$ cat config.mk
export PLATFORM = sky130hd
export DESIGN_NAME = control_configuracion
export DESIGN_NICKNAME = d
export VERILOG_FILES = /design/src/rtl/control_configuracion_pkg.sv /design/src/rtl/control_configuracion_contador_campo.sv /design/src/rtl/control_configuracion.sv
export SDC_FILE = /design/constraint.sdc
export NUM_CORES = 1
export LEC_CHECK = 0
export ABC_AREA = 1
export BUFFER_PORTS_ARGS = -buffer_cell sky130_fd_sc_hd__buf_2
export CAP_MARGIN = 20
export CORE_ASPECT_RATIO = 0.5
export CORE_MARGIN = 2
export CORE_UTILIZATION = 58
export DETAILED_ROUTE_END_ITERATION = 7
export PLACE_DENSITY_LB_ADDON = 0.05
export SLEW_MARGIN = 40
export SYNTH_ARGS = -nofsm -noshare
export SYNTH_HDL_FRONTEND = slang
export SYNTH_SLANG_ARGS = --single-unit
$ cat constraint.sdc
create_clock -name clk -period 1.52 [get_ports clk]
set_input_delay 0.076 -clock clk [delete_from_list [all_inputs] [get_ports clk]]
set_output_delay 0.076 -clock clk [all_outputs]
set_load 0.03 [all_outputs]
$ cat src/rtl/control_configuracion_pkg.sv
// Shared types for the time-setting controller:
// field codes, FSM states and cursor helpers.
package control_configuracion_pkg;

  typedef enum logic [1:0] {
    IDLE        = 2'd0,
    EDITAR      = 2'd1,
    ESCRIBIR    = 2'd2,
    ESPERA_BAJA = 2'd3
  } estado_t;

  typedef logic [1:0] campo_t;

  localparam campo_t CAMPO_HORA    = 2'd0;
  localparam campo_t CAMPO_MINUTO  = 2'd1;
  localparam campo_t CAMPO_SEGUNDO = 2'd2;

  function automatic campo_t campo_izq(
    input campo_t c
  );
    return (c == CAMPO_HORA) ?
      CAMPO_SEGUNDO : c - 2'd1;
  endfunction

  function automatic campo_t campo_der(
    input campo_t c
  );
    return (c == CAMPO_SEGUNDO) ?
      CAMPO_HORA : c + 2'd1;
  endfunction

endpackage

$ cat src/rtl/control_configuracion_contador_campo.sv
// Modular up/down counter with load enable;
// nxt is the stepped value regardless of en.
module contador_campo #(
  parameter int W   = 6,
  parameter int MAX = 59
) (
  input  logic         clk,
  input  logic         rst_n,
  input  logic         en,
  input  logic         up,
  output logic [W-1:0] q,
  output logic [W-1:0] nxt
);

  localparam logic [W-1:0] TOPE = W'(MAX);
  localparam logic [W-1:0] UNO  = W'(1);

  logic [W-1:0] q_d;
  logic [W-1:0] q_q;

  always_comb begin
    if (up) begin
      nxt = (q_q == TOPE) ? '0 : q_q + UNO;
    end else begin
      nxt = (q_q == '0) ? TOPE : q_q - UNO;
    end
    q_d = en ? nxt : q_q;
  end

  always_ff @(posedge clk or negedge rst_n) begin
    if (!rst_n) begin
      q_q <= '0;
    end else begin
      q_q <= q_d;
    end
  end

  assign q = q_q;

endmodule

$ cat src/rtl/control_configuracion.sv
// Button-driven hh:mm:ss editor that pushes every
// changed field to the RTC over a req/ack handshake.
module control_configuracion
  import control_configuracion_pkg::*;
#(
  parameter int HORA_MAX = 23,
  parameter int MIN_MAX  = 59,
  parameter int TIMEOUT  = 255
) (
  input  logic       clk,
  input  logic       reset,
  input  logic       enable_config,
  input  logic       izquierda,
  input  logic       derecha,
  input  logic       arriba,
  input  logic       abajo,
  input  logic       ack_escritura,
  output logic [1:0] campo,
  output logic [4:0] hora,
  output logic [5:0] minuto,
  output logic [5:0] segundo,
  output logic       req_escritura,
  output logic [1:0] dir_escritura,
  output logic [5:0] dato_escritura,
  output logic       error_escritura
);

  localparam int CW =
    (TIMEOUT > 1) ? $clog2(TIMEOUT) : 1;
  localparam logic [CW-1:0] CNT_FIN =
    CW'(TIMEOUT - 1);
  localparam logic [CW-1:0] CNT_UNO = CW'(1);

  estado_t     st_q, st_d;
  campo_t      campo_q, campo_d;
  campo_t      dir_q, dir_d;
  logic [5:0]  dato_q, dato_d;
  logic        req_q, req_d;
  logic        err_q, err_d;
  logic [CW-1:0] cnt_q, cnt_d;

  logic        paso;
  logic        up;
  logic        en_h, en_m, en_s;
  logic [4:0]  nxt_h;
  logic [5:0]  nxt_m, nxt_s;
  logic [5:0]  nxt_sel;

  contador_campo #(
    .W   (5),
    .MAX (HORA_MAX)
  ) u_hora (
    .clk   (clk),
    .rst_n (reset),
    .en    (en_h),
    .up    (up),
    .q     (hora),
    .nxt   (nxt_h)
  );

  contador_campo #(
    .W   (6),
    .MAX (MIN_MAX)
  ) u_minuto (
    .clk   (clk),
    .rst_n (reset),
    .en    (en_m),
    .up    (up),
    .q     (minuto),
    .nxt   (nxt_m)
  );

  contador_campo #(
    .W   (6),
    .MAX (MIN_MAX)
  ) u_segundo (
    .clk   (clk),
    .rst_n (reset),
    .en    (en_s),
    .up    (up),
    .q     (segundo),
    .nxt   (nxt_s)
  );

  always_comb begin
    unique case (campo_q)
      CAMPO_HORA:    nxt_sel = {1'b0, nxt_h};
      CAMPO_MINUTO:  nxt_sel = nxt_m;
      CAMPO_SEGUNDO: nxt_sel = nxt_s;
      default:       nxt_sel = '0;
    endcase
  end

  always_comb begin
    st_d    = st_q;
    campo_d = campo_q;
    dir_d   = dir_q;
    dato_d  = dato_q;
    req_d   = req_q;
    err_d   = 1'b0;
    cnt_d   = cnt_q;
    paso    = 1'b0;
    up      = 1'b0;

    unique case (st_q)
      IDLE: begin
        if (enable_config) st_d = EDITAR;
      end
      EDITAR: begin
        if (!enable_config) begin
          st_d    = IDLE;
          campo_d = CAMPO_HORA;
        end else begin
          // lower-priority pulses are dropped
          priority case (1'b1)
            izquierda:
              campo_d = campo_izq(campo_q);
            derecha:
              campo_d = campo_der(campo_q);
            arriba, abajo: begin
              paso = 1'b1;
              up   = arriba;
            end
            default: ;
          endcase
        end
      end
      ESCRIBIR: begin
        if (ack_escritura) begin
          st_d  = ESPERA_BAJA;
          req_d = 1'b0;
          cnt_d = '0;
        end else if (cnt_q == CNT_FIN) begin
          st_d  = ESPERA_BAJA;
          req_d = 1'b0;
          err_d = 1'b1;
          cnt_d = '0;
        end else begin
          cnt_d = cnt_q + CNT_UNO;
        end
      end
      ESPERA_BAJA: begin
        if (!ack_escritura) begin
          if (enable_config) begin
            st_d = EDITAR;
          end else begin
            st_d    = IDLE;
            campo_d = CAMPO_HORA;
          end
        end
      end
      default: st_d = IDLE;
    endcase

    en_h = paso && (campo_q == CAMPO_HORA);
    en_m = paso && (campo_q == CAMPO_MINUTO);
    en_s = paso && (campo_q == CAMPO_SEGUNDO);

    if (paso) begin
      st_d   = ESCRIBIR;
      dir_d  = campo_q;
      dato_d = nxt_sel;
      req_d  = 1'b1;
      cnt_d  = '0;
    end
  end

  always_ff @(posedge clk or negedge reset) begin
    if (!reset) begin
      st_q    <= IDLE;
      campo_q <= CAMPO_HORA;
      dir_q   <= CAMPO_HORA;
      dato_q  <= '0;
      req_q   <= 1'b0;
      err_q   <= 1'b0;
      cnt_q   <= '0;
    end else begin
      st_q    <= st_d;
      campo_q <= campo_d;
      dir_q   <= dir_d;
      dato_q  <= dato_d;
      req_q   <= req_d;
      err_q   <= err_d;
      cnt_q   <= cnt_d;
    end
  end

  assign campo           = campo_q;
  assign req_escritura   = req_q;
  assign dir_escritura   = dir_q;
  assign dato_escritura  = dato_q;
  assign error_escritura = err_q;

endmodule

==> impl_metrics.env, run 1 <==
export IMPL_drt_total_wl_um=6990
export IMPL_fin_crit_sh=0.991
export IMPL_fmax_mhz=664
export IMPL_max_vdd_ir_drop_uv=1080
export IMPL_crit_family="simple AND/OR/NAND/NOR gates"
export IMPL_synth_fp_nets=398
export IMPL_dp_slack_ns=-0.0114
export IMPL_cap_violations=0
export IMPL_num_vias=2723
export IMPL_grt_max_degree=26
export IMPL_worst_path_max_fanout=25
export IMPL_synth_top_area_frac=0.362
export IMPL_seq_area_frac_synth=0.362
export IMPL_outcome="complete, no violations"
export IMPL_final_cells=497
export IMPL_r2r_start="st_q[0]"
export IMPL_synthesis_area_um2=2700
export IMPL_antenna_cells=0
export IMPL_hold_depth=3
export IMPL_clockBufferDepth=2
export IMPL_r2r_end="dato_escritura[1]"
export IMPL_fin_ws_ns=0.0130
export IMPL_wire_per_inst_um=14.1
export IMPL_hp_class="in2reg"
export IMPL_drc=0
export IMPL_vias_per_cell=5.48
export IMPL_fp_row_count=17
export IMPL_fin_crit_ns=1.51
export IMPL_mostFrequentLayoutCell="nand2_1"
export IMPL_antenna_found_initial=0
export IMPL_area_growth_syn_to_layout_pct=24.5
export IMPL_syn_area_per_cell_um2=7.21
export IMPL_path_cells="nand2_2 > nor2_4 > nand3_4 > buf_12 > o211ai_1 > nand3_1 > nand2_1 > nand2_1"
export IMPL_clock_sink_count=39
export IMPL_dp_cells=482
export IMPL_drtIter0Drc=148
export IMPL_endpoint_kind="register"
export IMPL_ys_types=28
export IMPL_clock_skew_ns=0.00494
export IMPL_synth_largest_area_cell="dfrtp_1"
export IMPL_rsz0062_at_grt="true"
export IMPL_ant_nets=0
export IMPL_setup_tns_ns=0
export IMPL_worst_pin_slew_ns=0.624
export IMPL_ys_warn_count=0
export IMPL_grt_overflow=0
export IMPL_regToRegSetupSlack_ns=0.01
export IMPL_clockRootBuffer="clkbuf_8"
export IMPL_hold_viol=0
export IMPL_grt_pass1_vias=2540
export IMPL_cts_buffers=5
export IMPL_maxSlewHeadroom=0.584
export IMPL_die_area_um2=5240
export IMPL_power_density_nw_per_um2=2080
export IMPL_fin_area_um2=3360
export IMPL_slew_violations=0
export IMPL_min_from="enable_config"
export IMPL_drt_pass1_iter_count=4
export IMPL_most_common_layout_cells="113 x nand2_1, 41 x nand3_1, 36 x buf_2, 32 x inv_1, 30 x dfrtp_1"
export IMPL_ys_ff_latch=39
export IMPL_required_ns=1.71
export IMPL_cp_slowest_stage_delay_ns=0.37
export IMPL_setup_viol=0
export IMPL_core_um2=4420
export IMPL_gp_congestion=0.880
export IMPL_fin_nets=463
export IMPL_fin_util=0.759
export IMPL_die_w_um=100
export IMPL_r2r_cells=8
export IMPL_dp_hpwl_um=5100
export IMPL_initial_core_util=0.609
export IMPL_insertion_delay_ns=0.30
export IMPL_crit_buf_inv=1
export IMPL_ios=37
export IMPL_die_h_um=52.2
export IMPL_synthCells=374
export IMPL_grt_usage=0.281
export IMPL_yosys_top_cells_area="dfrtp_1 36%, nand2_1 16%, nand3_1 8.4%"
export IMPL_hold_end="campo[1]"
export IMPL_drive_above_1_share=0.273
export IMPL_ctsHtreeMaxLevel=2
export IMPL_tritoncts="yes"
export IMPL_path_class="reg2reg"
export IMPL_crit_path_frequent_cell="nand2_1"
export IMPL_clkTransAtPathRegs_ns=0.08
export IMPL_slowest_stage="dfrtp_1"
export IMPL_grt_pass1_wl_um=11300
export IMPL_place_area_um2=3080
export IMPL_leakage_nw=1.68
export IMPL_crit_path_start_kind="register"
export IMPL_port_buffers=36
export IMPL_crit_arrival_ns=1.70
==> worst max path at each step <==
stage	from	end	slack [ns]	cells after the start
floorplan	campo[0]	u_segundo.q[0]	0.002	7
global placement	st_q[1]	dato_escritura[3]	0.04	10
detailed placement	u_segundo.q[0]	dato_escritura[3]	-0.01	10
CTS	st_q[0]	dato_escritura[3]	0.002	11
global route	u_minuto.q[0]	dato_escritura[3]	-0.07	10
finish	st_q[0]	dato_escritura[1]	0.01	8
==> report_power, final <==
| group | internal (mW) | switching [mW] |
|---|---|---|
| clock network | 0.532 | 0.390 |
| logic | 1.49 | 2.63 |
| registers | 1.45 | 0.493 |
| total | 3.48 | 3.52 |
==> logic make-up after synthesis <==
group / share of synthesized area
AOI/OAI and AO/OA: 0.108
xor gates and xnor gates: 0.0260
adders and majority gates: 0.0742
buffers and inverters: 0.0756
DFF: 0.362
and+or+nand+nor: 0.355
==> sequential cells by signal, summed over array words and instances (netlist names) <==
register         cells
u_minuto.q           6
req_escritura        1
error_escritura      1
st_q                 2
dir_escritura        2
dato_escritura       6
cnt_q                8
u_segundo.q          6
campo                2
u_hora.q             5
==> through the flow <==
| step | total power [mW] | hold slack [ns] |
|---|---|---|
| after floorplan | 4.54 | -0.220 |
| after CTS | 6.75 | 0.0944 |
| final | 6.99 | 0.0990 |
| after global placement | 5.67 | 0.118 |
| after detailed placement | 5.77 | 0.128 |
| after global routing | 7.54 | 0.128 |
==> worst register-to-register path, stage by stage (launching register included) <==
cell	delay (ns)
dfrtp_1	0.37
nand2_2	0.07
nor2_4	0.18
nand3_4	0.09
buf_12	0.17
o211ai_1	0.27
nand3_1	0.11
nand2_1	0.08
nand2_1	0.05
==> layout make-up <==
cell class | instances | area (um2)
Clock buffer | 6 | 82.6
Clock inverter | 2 | 35.0
Fill cell | 353 | 1070
Inverter | 38 | 143
Multi-Input combinational cell | 290 | 1620
Sequential cell | 39 | 987
Tap cell | 57 | 71.3
Timing Repair Buffer | 65 | 419
==> synth_stat cells, drive strengths merged <==
cell / n
nand2: 120
nand3: 46
dfrtp: 39
inv: 38
o21ai: 36
nor2: 35
ha: 16
nand4: 10
buf: 8
a21oi: 7
xor2: 7
o211ai: 2
o21bai: 2
o22ai: 2
o31ai: 2
and3: 1
nand3b: 1
nor3: 1
xnor2: 1
==> per-layer routing <==
metal	global-route usage	wire length, um	up-vias	share of wire
met5	0	0	-	0
met4	0.0890	82	0	0.012
met3	0.0627	441	10	0.063
met2	0.490	3350	92	0.48
met1	0.353	3120	1266	0.45
li1	-	-	1355	-
==> what timing repair did <==
action                     in CTS  in global routing
gates cloned                    0                  1
hold buffers                    2                  0
hold endpoints to repair       24                  0
setup endpoints to repair       3                 24
buffers inserted                0                  4
resized for setup               2                 37
pin swaps                       0                  6
(Power assumes the default switching activity.)
==> run 2: changes to the inputs <==
Settings changed: CORE_UTILIZATION 58 to 52.
Clock period 1.52 ns to 1.23 ns, I/O delays scaled along.
==> run 2 against run 1 <==
Against the previous run:
- the run now ends with negative setup slack left
- flip-flop and latch count stayed put
- worst setup slack got worse by 0.40 ns
- core utilization increased by 8.4 points
- global-route usage increased by 1.6 points
- non-clock buffer count grew 42
- clock skew up 0.0024 ns
- critical path type unchanged
- sequential share of layout area is 5.6 points lower
- hold slack improved by 0.13 ns
- largest power group unchanged
==> impl_metrics.env, run 2 (synthesized netlist as in run 1, its figures left out) <==
export IMPL_outcome="complete, but fails checks"
export IMPL_failed_checks="negative setup slack"
export IMPL_crit_path_frequent_cell="nor2_4"
export IMPL_wire_per_inst_um=16.6
export IMPL_ctsHtreeMaxLevel=2
export IMPL_regToRegSetupSlack_ns=-0.38
export IMPL_hp_class="in2reg"
export IMPL_die_w_um=106
export IMPL_die_area_um2=5810
export IMPL_cap_violations=0
export IMPL_path_class="reg2reg"
export IMPL_antenna_cells=0
export IMPL_setup_viol=38
export IMPL_drt_pass1_iter_count=5
export IMPL_required_ns=1.44
export IMPL_worst_path_max_fanout=7
export IMPL_power_density_nw_per_um2=2560
export IMPL_grt_pass1_wl_um=13200
export IMPL_endpoint_kind="register"
export IMPL_clkTransAtPathRegs_ns=0.08
export IMPL_ant_nets=0
export IMPL_drtIter0Drc=348
export IMPL_slew_violations=0
export IMPL_grt_overflow=0
export IMPL_cp_slowest_stage_delay_ns=0.44
export IMPL_clockBufferDepth=2
export IMPL_path_cells="nor2_4 > o211ai_4 > buf_6 > buf_8 > nor2_4 > nand2_1 > o21ai_1"
export IMPL_fin_util=0.843
export IMPL_dp_hpwl_um=5710
export IMPL_mostFrequentLayoutCell="nand2_1"
export IMPL_fin_nets=509
export IMPL_die_h_um=54.9
export IMPL_final_cells=556
export IMPL_dp_cells=529
export IMPL_cts_buffers=5
export IMPL_hold_viol=0
export IMPL_fin_ws_ns=-0.385
export IMPL_hold_depth=5
export IMPL_rsz0062_at_grt="true"
export IMPL_worst_pin_slew_ns=0.601
export IMPL_clockRootBuffer="clkbuf_8"
export IMPL_num_vias=3216
export IMPL_antenna_found_initial=0
export IMPL_grt_max_degree=23
export IMPL_multi_input_area_um2=2020
export IMPL_min_from="izquierda"
export IMPL_clock_sink_count=39
export IMPL_fin_crit_sh=1.31
export IMPL_crit_arrival_ns=1.83
export IMPL_drc=0
export IMPL_r2r_cells=7
export IMPL_fp_row_count=18
export IMPL_max_vdd_ir_drop_uv=1610
export IMPL_port_buffers=36
export IMPL_most_common_layout_cells="102 x nand2_1, 55 x buf_4, 36 x buf_2, 34 x nand3_1, 26 x dfrtp_1"
export IMPL_maxSlewHeadroom=0.599
export IMPL_grt_pass1_vias=2881
export IMPL_crit_path_start_kind="register"
export IMPL_initial_core_util=0.544
export IMPL_tritoncts="yes"
export IMPL_clock_skew_ns=0.00739
export IMPL_insertion_delay_ns=0.31
export IMPL_critPathLaunch="st_q[1]"
export IMPL_ios=37
export IMPL_drive_above_1_share=0.471
export IMPL_r2r_start="st_q[1]"
export IMPL_largest_register="cnt_q"
export IMPL_fmax_mhz=619
export IMPL_core_um2=4950
export IMPL_vias_per_cell=5.78
export IMPL_drt_total_wl_um=9240
export IMPL_slowest_stage="dfrtp_1"
export IMPL_leakage_nw=1.96
export IMPL_grt_usage=0.297
export IMPL_fin_crit_ns=1.61
export IMPL_fillerInstances=273
export IMPL_area_growth_syn_to_layout_pct=54.8
export IMPL_regArea_um2=992
export IMPL_largest_reg_flops=8
export IMPL_gp_congestion=0.969
-- run 2: layer usage --
layer / up-vias / GRT usage / share of wire
li1: 1452 / - / -
met1: 1523 / 0.358 / 0.39
met2: 200 / 0.528 / 0.49
met3: 41 / 0.0691 / 0.087
met4: 0 / 0.140 / 0.034
met5: - / 0 / 0
-- run 2: stage by stage --
| step | setup TNS (ns) | setup WS, ns | total power, mW | hold slack, ns | area, um2 |
|---|---|---|---|---|---|
| floorplan | -2.13 | -0.175 | 6.27 | -0.234 | 2980 |
| global placement | -5.26 | -0.295 | 8.26 | 0.0204 | 3610 |
| detailed placement | -6.82 | -0.362 | 8.47 | 0.0345 | 3610 |
| CTS | -6.78 | -0.263 | 9.97 | 0.193 | 3950 |
| global route | -13.00 | -0.455 | 11.3 | 0.247 | 4180 |
| finish | -10.43 | -0.385 | 10.7 | 0.232 | 4180 |
-- run 2: worst paths after layout --
kind                                          end
worst max-delay path                  u_hora.q[0]
worst min-delay path                     campo[1]
worst max register to register        u_hora.q[0]
worst min register to register  dato_escritura[1]
max in group asynchronous             u_hora.q[0]
min in group asynchronous           u_minuto.q[4]
-- run 2: where the power goes --
part,switching (mW),internal [mW]
combinational,4.19,2.87
clock,0.514,0.657
sequential,0.650,1.81
total,5.35,5.34
-- run 2: layout make-up --
type | instances | share of cell area
multi-input combinational | 294 | 0.484
timing repair buffer | 107 | 0.192
inverter | 38 | 0.0378
tap | 70 | 0.0210
clock inverter | 2 | 0.00839
sequential | 39 | 0.238
clock buffer | 6 | 0.0198
-- run 2: timing repair --
action                                  in CTS  in global routing
gates resized for setup                     30                 56
pin swaps                                   22                 29
hold endpoints to repair                    18                  0
hold buffers                                 2                  0
cloned                                       5                  0
buffers inserted                             4                  9
endpoints found under the setup margin      37                 39
-- run 2: worst max-delay path, delay by kind of cell (launching register included) --
family	cells	cell delay, ns
AND/OR/NAND/NOR	3	0.49
flip-flops	1	0.44
AO/OA/AOI/OAI	2	0.30
buffers and inverters	2	0.29
==> run 3: changes to the inputs <==
Settings changed: ABC_AREA 1 to not set, CORE_UTILIZATION 52 to 53.
==> run 3 against run 2 <==
Against the previous run:
- the flow now stops in 5_1_grt
- synthesized cell count is 5.6% lower
- synthesized area is 9.1% higher
==> impl_metrics.env, run 3 <==
export IMPL_synthesis_area_um2=2940
export IMPL_yosysMostFrequentCell="dfrtp_1"
export IMPL_synthCells=353
export IMPL_outcome="aborted with a tool error"
export IMPL_fp_row_count=19
export IMPL_syn_area_per_cell_um2=8.34
export IMPL_initial_core_util=0.543
export IMPL_ctsHtreeMaxLevel=2
export IMPL_synth_top_flop_cell="dfrtp_1"
export IMPL_grt_worst_endpoint="dato_escritura[4]$_DFFE_PN0N_/D"
export IMPL_clock_sink_count=39
export IMPL_seq_area_frac_synth=0.332
export IMPL_synth_largest_area_cell="dfrtp_1"
export IMPL_dp_hpwl_um=7220
export IMPL_ios=37
export IMPL_synthArstFlopShare=1.00
export IMPL_place_area_um2=4200
export IMPL_port_buffers=36
export IMPL_cts_buffers=5
export IMPL_error="[ERROR DPL-0038] Utilization greater than 100%, impossible to legalize"
export IMPL_ys_types=67
export IMPL_synth_edf_count=0
export IMPL_endpoint_type="register input"
export IMPL_ys_ff_latch=39
export IMPL_die_w_um=109
export IMPL_synth_top_area_frac=0.332
export IMPL_grt_max_degree=18
export IMPL_yosys_top_cells_area="dfrtp_1 33%, ha_1 6.8%, o21ai_0 5.4%"
export IMPL_stop_stage="5_1_grt"
export IMPL_gp_congestion=0.898
export IMPL_ys_warn_count=0
export IMPL_synth_top_cells_by_count="39 x dfrtp_1, 33 x nand2_1, 32 x o21ai_0, 26 x a21oi_1"
export IMPL_clockBufferDepth=2
export IMPL_die_h_um=56.7
export IMPL_clockRootBuffer="clkbuf_8"
export IMPL_synth_fp_nets=377
-- run 3: cell count changes after synthesis, moves of 8 or more --
cell | before | now
nor2_1 | 28 | 19
nor3_1 | 1 | 10
nand3_1 | 45 | 12
and3_1 | 1 | 9
clkbuf_1 | 0 | 10
a21oi_1 | 7 | 26
o211ai_1 | 1 | 9
nand2_1 | 117 | 33
inv_1 | 38 | 19
-- run 3: cell families after synthesis --
family | after synthesis | share of synthesized area
AO/OA/AOI/OAI | 120 | 0.269
multiplexers | 5 | 0.0179
flip-flops | 39 | 0.332
buffers and inverters | 40 | 0.0608
XOR/XNOR | 6 | 0.0179
AND/OR/NAND/NOR | 127 | 0.235
adder cells (fa/ha/maj) | 16 | 0.0680
-- run 3: stage by stage --
step / hold WS, ns / util / worst slack (ns) / std cells
detailed placement: 0.0183 / 0.775 / -0.554 / 547
floorplan: -0.234 / - / -0.587 / 353
CTS: 0.0182 / 0.928 / -0.576 / 586
global placement: 0.0146 / 0.775 / -0.492 / 547
-- run 3: repair_timing --
action,CTS
cloned,2
setup endpoints to repair,39
hold buffers,1
resized for setup,104
endpoints found under the hold margin,15
buffers inserted,30
pin swaps,51
==> run 4: changes to the inputs <==
Settings changed: CORE_ASPECT_RATIO 0.5 to not set, CORE_UTILIZATION 53 to 40, PLACE_DENSITY_LB_ADDON 0.05 to 0.15.
Clock period 1.23 ns to 1.6 ns, I/O delays scaled along.
==> run 4 against run 3 <==
Against the previous run:
- the flow now finishes, with violations (negative setup slack)
- synthesized cell count stayed put
- synthesized area unchanged
==> impl_metrics.env, run 4 <==
export IMPL_outcome="complete, but fails checks"
export IMPL_failed_checks="negative setup slack"
export IMPL_mostFrequentLayoutCell="buf_4"
export IMPL_rsz0062_at_grt="true"
export IMPL_port_buffers=36
export IMPL_endpoint_kind="register"
export IMPL_synth_top_flop_cell="dfrtp_1"
export IMPL_min_from="enable_config"
export IMPL_fin_util=0.638
export IMPL_clock_sink_count=39
export IMPL_synthArstFlopShare=1.00
export IMPL_fmax_mhz=558
export IMPL_total_power_mw=6.51
export IMPL_r2r_end="dato_escritura[4]"
export IMPL_area_growth_syn_to_layout_pct=55.6
export IMPL_grt_pass1_wl_um=15300
export IMPL_worst_path_max_fanout=5
export IMPL_synthCells=353
export IMPL_drive_above_1_share=0.504
export IMPL_synth_largest_area_cell="dfrtp_1"
export IMPL_ctsHtreeMaxLevel=2
export IMPL_fp_row_count=31
export IMPL_antenna_found_initial=0
export IMPL_hold_end="campo[0]"
export IMPL_hold_viol=0
export IMPL_r2r_cells=7
export IMPL_drc=0
export IMPL_ys_warn_count=0
export IMPL_grt_overflow=0
export IMPL_fin_crit_ns=1.79
export IMPL_gp_congestion=0.874
export IMPL_drt_pass1_iter_count=4
export IMPL_drtIter0Drc=161
export IMPL_synth_top_area_frac=0.332
export IMPL_ant_nets=0
export IMPL_yosysMostFrequentCell="dfrtp_1"
export IMPL_hp_class="in2reg"
export IMPL_synth_top_cells_by_count="39 x dfrtp_1, 33 x nand2_1, 32 x o21ai_0, 26 x a21oi_1"
export IMPL_slowest_stage="dfrtp_2"
export IMPL_crit_arrival_ns=1.97
export IMPL_slew_violations=0
export IMPL_crit_buf_inv=1
export IMPL_cts_buffers=5
export IMPL_clock_skew_ns=0.00684
export IMPL_grt_usage=0.234
export IMPL_fin_nets=501
export IMPL_crit_path_start_kind="register"
export IMPL_syn_area_per_cell_um2=8.34
export IMPL_synth_fp_nets=377
export IMPL_grt_max_degree=21
export IMPL_path_class="reg2reg"
export IMPL_dp_hpwl_um=7060
export IMPL_max_vdd_ir_drop_uv=755
export IMPL_maxSlewHeadroom=0.648
export IMPL_most_common_layout_cells="78 x buf_4, 36 x buf_2, 29 x nand2_1, 26 x dfrtp_1, 21 x a21oi_1"
export IMPL_leakage_nw=2.02
export IMPL_power_density_nw_per_um2=1420
export IMPL_fin_ws_ns=-0.191
export IMPL_vias_per_cell=5.56
export IMPL_ys_ff_latch=39
export IMPL_hold_depth=4
export IMPL_regToRegSetupSlack_ns=-0.19
export IMPL_fillerInstances=606
export IMPL_setup_viol=19
export IMPL_clockBufferDepth=2
export IMPL_worst_pin_slew_ns=0.527
export IMPL_synth_edf_count=0
export IMPL_largest_reg_flops=8
export IMPL_drt_total_wl_um=9670
export IMPL_die_area_um2=8060
export IMPL_seq_area_frac_synth=0.332
export IMPL_num_vias=3211
export IMPL_ios=37
export IMPL_fin_crit_sh=1.12
export IMPL_core_um2=7180
export IMPL_crit_family="compound AO/OA/AOI/OAI gates"
export IMPL_cp_slowest_stage_delay_ns=0.46
export IMPL_die_w_um=89.8
export IMPL_largest_register="cnt_q"
export IMPL_ys_types=67
export IMPL_initial_core_util=0.410
export IMPL_clockRootBuffer="clkbuf_8"
export IMPL_antenna_cells=0
export IMPL_r2r_start="u_segundo.q[1]"
export IMPL_grt_pass1_vias=3129
export IMPL_die_h_um=89.8
export IMPL_clkTransAtPathRegs_ns=0.09
export IMPL_insertion_delay_ns=0.31
export IMPL_required_ns=1.78
export IMPL_yosys_top_cells_area="dfrtp_1 33%, ha_1 6.8%, o21ai_0 5.4%"
export IMPL_path_cells="inv_2 > ha_2 > nor4bb_4 > a221oi_1 > and3_1 > o31ai_2 > o311ai_1"
export IMPL_tritoncts="yes"
export IMPL_wire_per_inst_um=16.8
export IMPL_synthesis_area_um2=2940
export IMPL_cap_violations=0
## run 4: tightest hold or removal path, cell delays in order
cell and delay, ns:
buf_2 0.14, buf_4 0.15, nand2_1 0.07, o31ai_1 0.07
## run 4: layout make-up
cell class                 count  area, um2  share of cell area
sequential                    39        992               0.217
tap                           99        124              0.0270
inverter                      19       78.8              0.0172
multi-input combinational    274       2230               0.487
timing repair buffer         138       1060               0.231
clock buffer                   5       68.8              0.0150
clock inverter                 3       23.8             0.00519
## run 4: where the power goes
group | switching, mW | internal (mW) | total [mW]
Clock | 0.408 | 0.312 | 0.721
Sequential | 0.348 | 1.29 | 1.64
Combinational | 2.29 | 1.87 | 4.15
Total | 3.04 | 3.47 | 6.51
## run 4: what timing repair did
item                                    in CTS  in global routing
buffers inserted                             5                  8
endpoints found under the setup margin      25                 29
pin swaps                                   21                 25
endpoints found under the hold margin       20                  0
hold buffers                                 2                  0
gates resized for setup                     48                 61
## run 4: worst max path at each step
| stage | start | end | slack, ns | depth (start not counted) |
|---|---|---|---|---|
| 2_1_floorplan | u_minuto.q[0] | dato_escritura[4] | -0.22 | 7 |
| 3_3_place_gp | u_minuto.q[0] | dato_escritura[4] | -0.20 | 7 |
| 3_5_place_dp | u_minuto.q[0] | dato_escritura[4] | -0.26 | 7 |
| 4_1_cts | u_minuto.q[0] | dato_escritura[4] | -0.21 | 7 |
| 5_1_grt | u_segundo.q[1] | dato_escritura[3] | -0.28 | 6 |
| 6_report | u_segundo.q[1] | dato_escritura[4] | -0.19 | 7 |
## run 4: logic make-up (layout without fill, tap and decap cells)
logic type | after synthesis | count (layout) | share of synthesized area
and+or+nand+nor | 127 | 127 | 0.235
AOI/OAI and AO/OA | 120 | 120 | 0.269
buffers and inverters | 40 | 165 | 0.0608
DFF | 39 | 39 | 0.332
adders and majority gates | 16 | 16 | 0.0680
xor gates and xnor gates | 6 | 6 | 0.0179
muxes | 5 | 5 | 0.0179
## run 4: metal layers
layer | global-route usage | up-vias | wire, um
met3 | 0.0453 | 15 | 358
met1 | 0.302 | 1569 | 4290
met2 | 0.388 | 64 | 4840
met5 | 0 | - | 0
li1 | - | 1563 | -
met4 | 0.0910 | 0 | 181
## run 4: stage by stage
stage               cell area (um2)  setup slack (ns)  hold WS (ns)  setup TNS [ns]  cells
floorplan                      3090            -0.217        -0.216          -0.581    353
global placement               3950            -0.198        0.0728           -1.44    557
detailed placement             3950            -0.259        0.0810           -1.94    557
CTS                            4280            -0.213         0.223           -1.22    571
global route                   4580            -0.283         0.239           -3.33    577
finish                         4580            -0.191         0.229           -1.70    577
